===== src/rtl/readout_seq_pkg.sv =====
// rtl/readout_seq_pkg.sv - shared state encoding, width defaults and row-length helper
package readout_seq_pkg;

   localparam int ROW_W_DEF = 10;
   localparam int FRM_W_DEF = 16;

   typedef enum logic [4:0] {
      RO_idle   = 5'b00001,
      RO_settle = 5'b00010,
      RO_row    = 5'b00100,
      RO_stall  = 5'b01000,
      RO_done   = 5'b10000
   } ro_state_t;

   // A row needs at least one strobe cycle plus the row_done cycle.
   function automatic logic [31:0] eff_row_len(input logic [31:0] t_row);
      return (t_row < 32'd2) ? 32'd2 : t_row;
   endfunction

endpackage


===== src/rtl/ro_window_dec.sv =====
// rtl/ro_window_dec.sv - combinational start/width window compare on the row cycle counter
module ro_window_dec (
   input  logic [31:0] cnt,
   input  logic [31:0] start,
   input  logic [31:0] width,
   output logic        hit
);

   logic [32:0] stop;

   // The end is kept in 33 bits so a window near 2^32 never wraps back to row cycle 0.
   assign stop = {1'b0, start} + {1'b0, width};
   assign hit  = (cnt >= start) && ({1'b0, cnt} < stop);

endmodule


===== src/rtl/readout_seq.sv =====
// rtl/readout_seq.sv - trigger/busy readout sequencer scanning pixel rows with per-row strobes
module readout_seq
   import readout_seq_pkg::*;
#(
   parameter int ROW_W = ROW_W_DEF,
   parameter int FRM_W = FRM_W_DEF
) (
   input  logic             CLKM,
   input  logic             rst,
   input  logic             trigger_i,
   output logic             re_busy,
   input  logic [ROW_W-1:0] NUM_ROW,
   input  logic [31:0]      T_settle,
   input  logic [31:0]      T_row,
   input  logic [31:0]      T_rs,
   input  logic [31:0]      T_rw,
   input  logic [31:0]      T_shr,
   input  logic [31:0]      T_shs,
   input  logic [31:0]      T_sw,
   input  logic [31:0]      T_adc,
   input  logic             fifo_full,
   output logic [ROW_W-1:0] ROWADD,
   output logic             ROWSEL,
   output logic             PIXRES,
   output logic             SH_RST,
   output logic             SH_SIG,
   output logic             ADC_START,
   output logic             row_done,
   output logic [FRM_W-1:0] frame_cnt
);

   localparam logic [ROW_W-1:0] ROW_ONE = ROW_W'(1);
   localparam logic [FRM_W-1:0] FRM_ONE = FRM_W'(1);

   ro_state_t        state, state_nxt;
   logic [31:0]      cnt_t, cnt_nxt;
   logic [ROW_W-1:0] row, row_nxt;
   logic [ROW_W-1:0] num_lat, num_lat_nxt;
   logic [FRM_W-1:0] frame_q, frame_nxt;
   logic [31:0]      row_last;
   logic             in_row;
   logic             settle_end;
   logic             row_end;
   logic             last_row;
   logic             pix_hit;
   logic             shr_hit;
   logic             shs_hit;

   assign row_last   = eff_row_len(T_row) - 32'd1;
   assign in_row     = (state == RO_row);
   assign settle_end = ({1'b0, cnt_t} + 33'd1) >= {1'b0, T_settle};
   assign row_end    = in_row && (cnt_t >= row_last);
   assign last_row   = (row == num_lat - ROW_ONE);

   always_ff @(posedge CLKM) begin
      if (rst) begin
         state   <= RO_idle;
         cnt_t   <= '0;
         row     <= '0;
         num_lat <= '0;
         frame_q <= '0;
      end else begin
         state   <= state_nxt;
         cnt_t   <= cnt_nxt;
         row     <= row_nxt;
         num_lat <= num_lat_nxt;
         frame_q <= frame_nxt;
      end
   end

   always_comb begin
      state_nxt   = state;
      cnt_nxt     = cnt_t;
      row_nxt     = row;
      num_lat_nxt = num_lat;
      frame_nxt   = frame_q;
      re_busy     = 1'b0;
      case (state)
         RO_idle: begin
            if (trigger_i) begin
               state_nxt   = RO_settle;
               num_lat_nxt = NUM_ROW;
               cnt_nxt     = '0;
            end
         end
         RO_settle: begin
            re_busy = 1'b1;
            if (settle_end) begin
               cnt_nxt = '0;
               row_nxt = '0;
               if (num_lat == '0) begin
                  state_nxt = RO_done;
                  frame_nxt = frame_q + FRM_ONE;
               end else begin
                  state_nxt = RO_row;
               end
            end else begin
               cnt_nxt = cnt_t + 32'd1;
            end
         end
         RO_row: begin
            re_busy = 1'b1;
            if (row_end) begin
               // The last row finishes the frame even if the buffer reports full.
               if (last_row) begin
                  state_nxt = RO_done;
                  frame_nxt = frame_q + FRM_ONE;
               end else if (fifo_full) begin
                  state_nxt = RO_stall;
               end else begin
                  row_nxt = row + ROW_ONE;
                  cnt_nxt = '0;
               end
            end else begin
               cnt_nxt = cnt_t + 32'd1;
            end
         end
         RO_stall: begin
            re_busy = 1'b1;
            if (!fifo_full) begin
               state_nxt = RO_row;
               row_nxt   = row + ROW_ONE;
               cnt_nxt   = '0;
            end
         end
         RO_done: begin
            // Re-arm guard: a trigger still held from this frame must drop first.
            if (!trigger_i) begin
               state_nxt = RO_idle;
            end
         end
         default: begin
            state_nxt = RO_idle;
         end
      endcase
   end

   ro_window_dec u_pix (.cnt(cnt_t), .start(T_rs),  .width(T_rw), .hit(pix_hit));
   ro_window_dec u_shr (.cnt(cnt_t), .start(T_shr), .width(T_sw), .hit(shr_hit));
   ro_window_dec u_shs (.cnt(cnt_t), .start(T_shs), .width(T_sw), .hit(shs_hit));

   // Strobes are registered decodes, so they trail cnt_t by one cycle.
   always_ff @(posedge CLKM) begin
      if (rst) begin
         ROWSEL    <= 1'b0;
         PIXRES    <= 1'b0;
         SH_RST    <= 1'b0;
         SH_SIG    <= 1'b0;
         ADC_START <= 1'b0;
         row_done  <= 1'b0;
      end else begin
         ROWSEL    <= in_row && (cnt_t < row_last);
         PIXRES    <= in_row && pix_hit;
         SH_RST    <= in_row && shr_hit;
         SH_SIG    <= in_row && shs_hit;
         ADC_START <= in_row && (cnt_t == T_adc);
         row_done  <= row_end;
      end
   end

   assign ROWADD    = row;
   assign frame_cnt = frame_q;

endmodule

===== config.mk =====
export PLATFORM = sky130hd
export DESIGN_NAME = readout_seq
export DESIGN_NICKNAME = d
export VERILOG_FILES = /design/src/rtl/readout_seq_pkg.sv /design/src/rtl/ro_window_dec.sv /design/src/rtl/readout_seq.sv
export SDC_FILE = /design/constraint.sdc
export NUM_CORES = 1
export LEC_CHECK = 0
export CAP_MARGIN = 20
export CORE_ASPECT_RATIO = 0.8
export CORE_MARGIN = 2
export CORE_UTILIZATION = 45
export CTS_CLUSTER_DIAMETER = 30
export DETAILED_ROUTE_END_ITERATION = 12
export PLACE_DENSITY = 0.73
export SKIP_CTS_REPAIR_TIMING = 1
export SYNTH_ARGS = -nofsm -noshare
export SYNTH_HDL_FRONTEND = slang
export SYNTH_SLANG_ARGS = --single-unit

===== constraint.sdc =====
create_clock -name CLKM -period 16.3 [get_ports CLKM]
set_clock_uncertainty 0.1 [all_clocks]
set_input_delay 3.26 -clock CLKM [delete_from_list [all_inputs] [get_ports CLKM]]
set_output_delay 3.26 -clock CLKM [all_outputs]
set_load 0.01 [all_outputs]

# == Word-level counts from Yosys, hierarchy flattened ==
# Cells that the tools add are included.
# op_classes
n_addsub,9
order_cmp,10
eq_ne,17
n_mux,27
n_reduce_logical,19
# ops
op,n
$mux 32,6
$ge 32x32->1,4
$pmux 32 s4,1
$add 32x32->33,3
$lt 32x33->1,3
$mux 16,4
$mux 10,4
$mux 5,8
$add 32x1->33 const B,1
$ge 33x32->1,1
$add 32x1->32 const B,1
$eq 32x32->1,1
$lt 32x2->1 const B,1
$lt 32x32->1,1
$pmux 16 s2,1
$sub 32x1->32 const B,1
$pmux 10 s3,1
$pmux 5 s5,1
$add 16x1->16 const B,1
$ne 2x2->1 const B,6
$add 10x1->10 const B,1
$eq 10x10->1,1
$logic_not 10->1,1
$sub 10x1->10 const B,1
19 further kinds,28
# word_totals
reg_bits,79
input_bits,270
output_inout_bits,33
wordCells,93

# == Logic depth before layout (Yosys ltp) ==
# logic_depth
ltp_word,7
mapped_depth,28
depth_no_buf,25

# == Hierarchy ==
# A second synthesis with hierarchy kept.
# unflattened
cells_unflattened,2172
hier_area_um2,16473.3
# by_module_without_submodules
mod,n_inst,cells_each,area_per_inst_um2,seq_area_each_um2
readout_seq,1,869,6780.3,1581.5
ro_window_dec (u_pix ...),2,448,3250.6,0.0
ro_window_dec (u_shs),1,407,3191.8,0.0

# == Worst setup path after synthesis ==
# No wires, ideal clock.
# synth_path
path_type,input to register
startpoint,input port T_row[12]
endpoint,register frame_q[12] (netlist: frame_cnt[12])
setup_ns,0.131
arrival_time_ns,8.275
required_ns,16.069
setup_slack_ns,7.793
cell_stages,24
n_path_buf,2
path_cell_list,or4_1 -> or3_1 -> nor4_1 -> nand4_1 -> nor2b_1 -> nand2b_1 -> ha_1 -> nor3b_1 -> nand2_1 -> nor2_1 -> nand2_1 -> nor4_1 -> xnor2_1 -> ha_1 -> nand4_1 -> or3_1 -> nor3_1 -> o21a_1 -> or3_1 -> buf_2 -> nand3_2 -> buf_4 -> o311ai_1 -> o41ai_1
# synth_via
elab_chain_len,7
# synth_lines
element,line,source
"start, declared",readout_seq.sv:14,"input logic [31:0] T_row,"
$lt 32x2->1,readout_seq_pkg.sv:17,return (t_row < 32'd2) ? 32'd2 : t_row;
$mux 32 *,readout_seq_pkg.sv:17,
$sub 32x1->32 *,readout_seq.sv:49,assign row_last = eff_row_len(T_row) - 32'd1;
$ge 32x32->1 *,readout_seq.sv:52,assign row_end = in_row && (cnt_t >= row_last);
$logic_and 1x1->1 *,readout_seq.sv:52,
$ne 2x1->1 (no line) *,--,
$reduce_and 5->1 (no line) *,--,
"end signal, assigned",readout_seq.sv:67,frame_q <= frame_nxt;
"end, declared",readout_seq.sv:39,"logic [FRM_W-1:0] frame_q, frame_nxt;"
# Every way passes the cells marked *; elsewhere a longest branch is shown, timed or not.
# A chain may end at the register's enable or synchronous reset.

# == Final worst setup path ==
# layout_path
startpoint,input port T_row[11]
endpoint,register cnt_t[0]
# layout_via
elab_chain_len,7
word_cells_on_any_way,9
classes_between,1 x add/sub; 2 x order compare; 1 x eq/ne; 3 x mux; 2 x reduce/logical
# layout_lines
element,line,source
$lt 32x2->1,readout_seq_pkg.sv:17,
$mux 32 *,readout_seq_pkg.sv:17,
$sub 32x1->32 *,readout_seq.sv:49,
$ge 32x32->1 *,readout_seq.sv:52,
$logic_and 1x1->1 *,readout_seq.sv:52,
$mux 32 or $ne 3x3->1 (tied branches),--,
$pmux 32 s4 or $reduce_and 3->1 (tied branches),--,
"end signal, assigned",readout_seq.sv:64,cnt_t <= cnt_nxt;
"end, declared",readout_seq.sv:36,"logic [31:0] cnt_t, cnt_nxt;"
# Marked as above.

==> impl_results.md <==
* Most common cell after layout, fill and taps aside: ha_1
* Post-Place Setup Slack at 5.97 ns
* Routability cong. at 0.951
* Seq/Total Area, Yosys at 10.3%
* Initial Util at 45.7%
* Max IR drop VDD at 50.7 uV
* Max_cap viols at 0
* Via density at 6.03
* Arr. time, crit path at 10.37 ns
* Post-Syn Instances at 1973
* HP Class: register to register
* Die area at 35700 sq um
* Antenna violations before repair at 6
* Via count at 16300
* RSZ-0062 raised after global routing: false
* Final period util at 62.4%
* DRT iter0 DRCs at 1192
* Final ANT Viol Nets at 0
* Worst-margin pin slew at 0.938 ns
* Grt ovf at 0
* Root Buffer: clkbuf_16
* CP Class: primary input to register
* Drt first pass iters at 5
* Fin nets at 2896
* Clk slew on worst S/H paths at 0.07 ns
* Sink Count at 79
* Final min period at 10.17 ns
* Clock latency on the worst-skew pair at 0.35 ns
* DRC Markers at 0
* Critical Path RT at 16.49 ns
* Avg Inst Size Synth at 7.81 sq um
* Mapped Area at 15400 sq um
* Final setup viols at 0
* Synth-to-layout area growth at 24.8%
* Worst slew margin at 37.5%
* First-pass GRT wire length at 82100 um
* Clock tree buffer depth at 2
* Routed WL at 52900 um
* Global Route Usage Sum at 28.7%
* Yosys cell types at 81
* Warnings from Yosys at 0
* Reg2Reg Setup Slack at 10.39 ns
* Post-synth EDFFs at 0
* CTS Buf Count at 9
* Total power at 917 uW
* Dominant synthesized flop cell: dfxtp_1
* Die height at 170 um
* Final Hold Viols at 0
* CTS tree: done
* FMAX at 98.3 MHz
* WL/cell at 19.5 um
* Lkg Pwr at 9.64 nW
* CP Launch Type: primary input
* Vias in the first global route at 15900
* Crit path capture type: register
* Proportion of layout cells with a drive suffix above 1 at 3.43%
* Commonest cells after routing, fill and taps aside: 355 x ha_1, 302 x clkdlybuf4s50_1, 171 x a21oi_1
* Rows at 60
* PortBufs at 302
* Final critical-path setup slack at 6.13 ns
* Placeable core region at 33700 sq um
* Crit-path max FO at 31
* IO Pins at 303
* Post-detail-place hpwl at 44100 um
* Number of H-tree levels at 3
* Yosys reg bits at 79
* PwrDens at 47.7 nW/um^2
* Syn Nets at 2601
* Max-slew violations at 0
* Largest net degree at the start of global routing at 48
* FFs w/ async S/R, synth at 0%
* Die Span X at 211 um
* TNS Setup at 0 ns
* Run status: finished, final reports clean
-- synth_stat cells (22+ instances only) --
library cell / number / share of area [%]
nor3_1: 41 / 1.3
nand4_1: 57 / 2.3
xnor2_1: 87 / 4.9
clkbuf_1: 22 / 0.54
o21ai_0: 87 / 2.8
nand2_1: 100 / 2.4
a211oi_1: 24 / 1.2
nand2b_1: 26 / 1.1
nor2b_1: 27 / 1.1
nor4_1: 24 / 0.97
a21oi_1: 171 / 5.6
inv_1: 161 / 3.9
nand3_1: 56 / 1.8
nor2_1: 117 / 2.9
xor2_1: 100 / 5.7
ha_1: 355 / 29
and3_1: 24 / 0.97
dfxtp_1: 79 / 10
a21o_1: 122 / 5.9
-- critical path: stages --
cell and delay (ns):
clkdlybuf4s50_1 0.46, or4_1 0.57, or3_1 0.40, nor4_1 0.29, nand4_1 0.22, nor2b_1 0.30, nand2b_1 0.20, ha_1 0.19
nor3b_1 0.38, nand2_1 0.25, nor2_1 0.22, nand2_1 0.17, nor3_1 0.25, xnor2_1 0.12, ha_1 0.19, a21o_1 0.15
a21o_1 0.17, a21oi_1 0.13, o21ai_0 0.11, a211oi_1 0.25, o21ai_1 0.20, or3_1 0.57, nand2_4 0.35, and2_1 0.67
mux2_2 0.28
-- where the power goes --
group / leakage [nW] / internal (mW) / switching, mW
registers: 0.638 / 0.201 / 0.0119
logic: 8.86 / 0.225 / 0.276
clock network: 0.142 / 0.110 / 0.0935
total: 9.64 / 0.536 / 0.381
-- kinds of logic (layout without fill, tap and decap cells) --
group,Yosys count,after routing,share of synthesized area (%)
compound gates,581,581,24.9
xor+xnor,187,187,10.6
fa+ha+maj,358,358,29.2
buf+inv,202,502,5.29
flops,79,79,10.3
mux,7,7,0.495
other cells,0,6,0
simple gates,559,559,19.2
-- final cells by class --
type | instances | area [sq um]
Clock inverter | 6 | 50.0
Fill cell | 3078 | 14500
Sequential cell | 79 | 1580
Timing Repair Buffer | 324 | 3190
Antenna cell | 6 | 15.0
Clock buffer | 10 | 239
Inverter | 162 | 608
Tap cell | 434 | 543
Multi-Input combinational cell | 1692 | 13000
-- stage by stage --
stage	area [sq um]	cells	hold WS, ns	util [%]
CTS	19200	2707	0.403	57.0
global placement	18900	2691	0.378	56.2
detailed placement	18900	2691	0.390	56.2
finish	19200	2713	0.409	57.1
global route	19200	2712	0.428	57.1
floorplan	15400	1973	0.361	-
-- flip-flops by register name (all words and copies together) (netlist names) --
name       flops
PIXRES         1
SH_SIG         1
cnt_t         32
ROWADD        10
SH_RST         1
row_done       1
state          5
ROWSEL         1
ADC_START      1
num_lat       10
frame_cnt     16
-- worst paths after layout --
path	startpoint	endpoint	depth (start not counted)
worst max-delay path	T_row[11]	cnt_t[0]$_SDFFE_PP0P_	25
worst min register to register	num_lat[9]$_SDFFE_PP0P_	num_lat[9]$_SDFFE_PP0P_	2
worst max register to register	cnt_t[1]$_SDFFE_PP0P_	cnt_t[0]$_SDFFE_PP0P_	17
worst min-delay path	num_lat[9]$_SDFFE_PP0P_	num_lat[9]$_SDFFE_PP0P_	2
-- metal layers --
layer  share of wire, %  wire length, um  GRT usage (%)
met2                 44            23400           47.1
met5                  0                0              0
met4                2.8             1470           9.86
met3                7.4             3900           3.13
met1                 46            24100           39.0
Note: power is estimated with default switching activity, not from simulation.
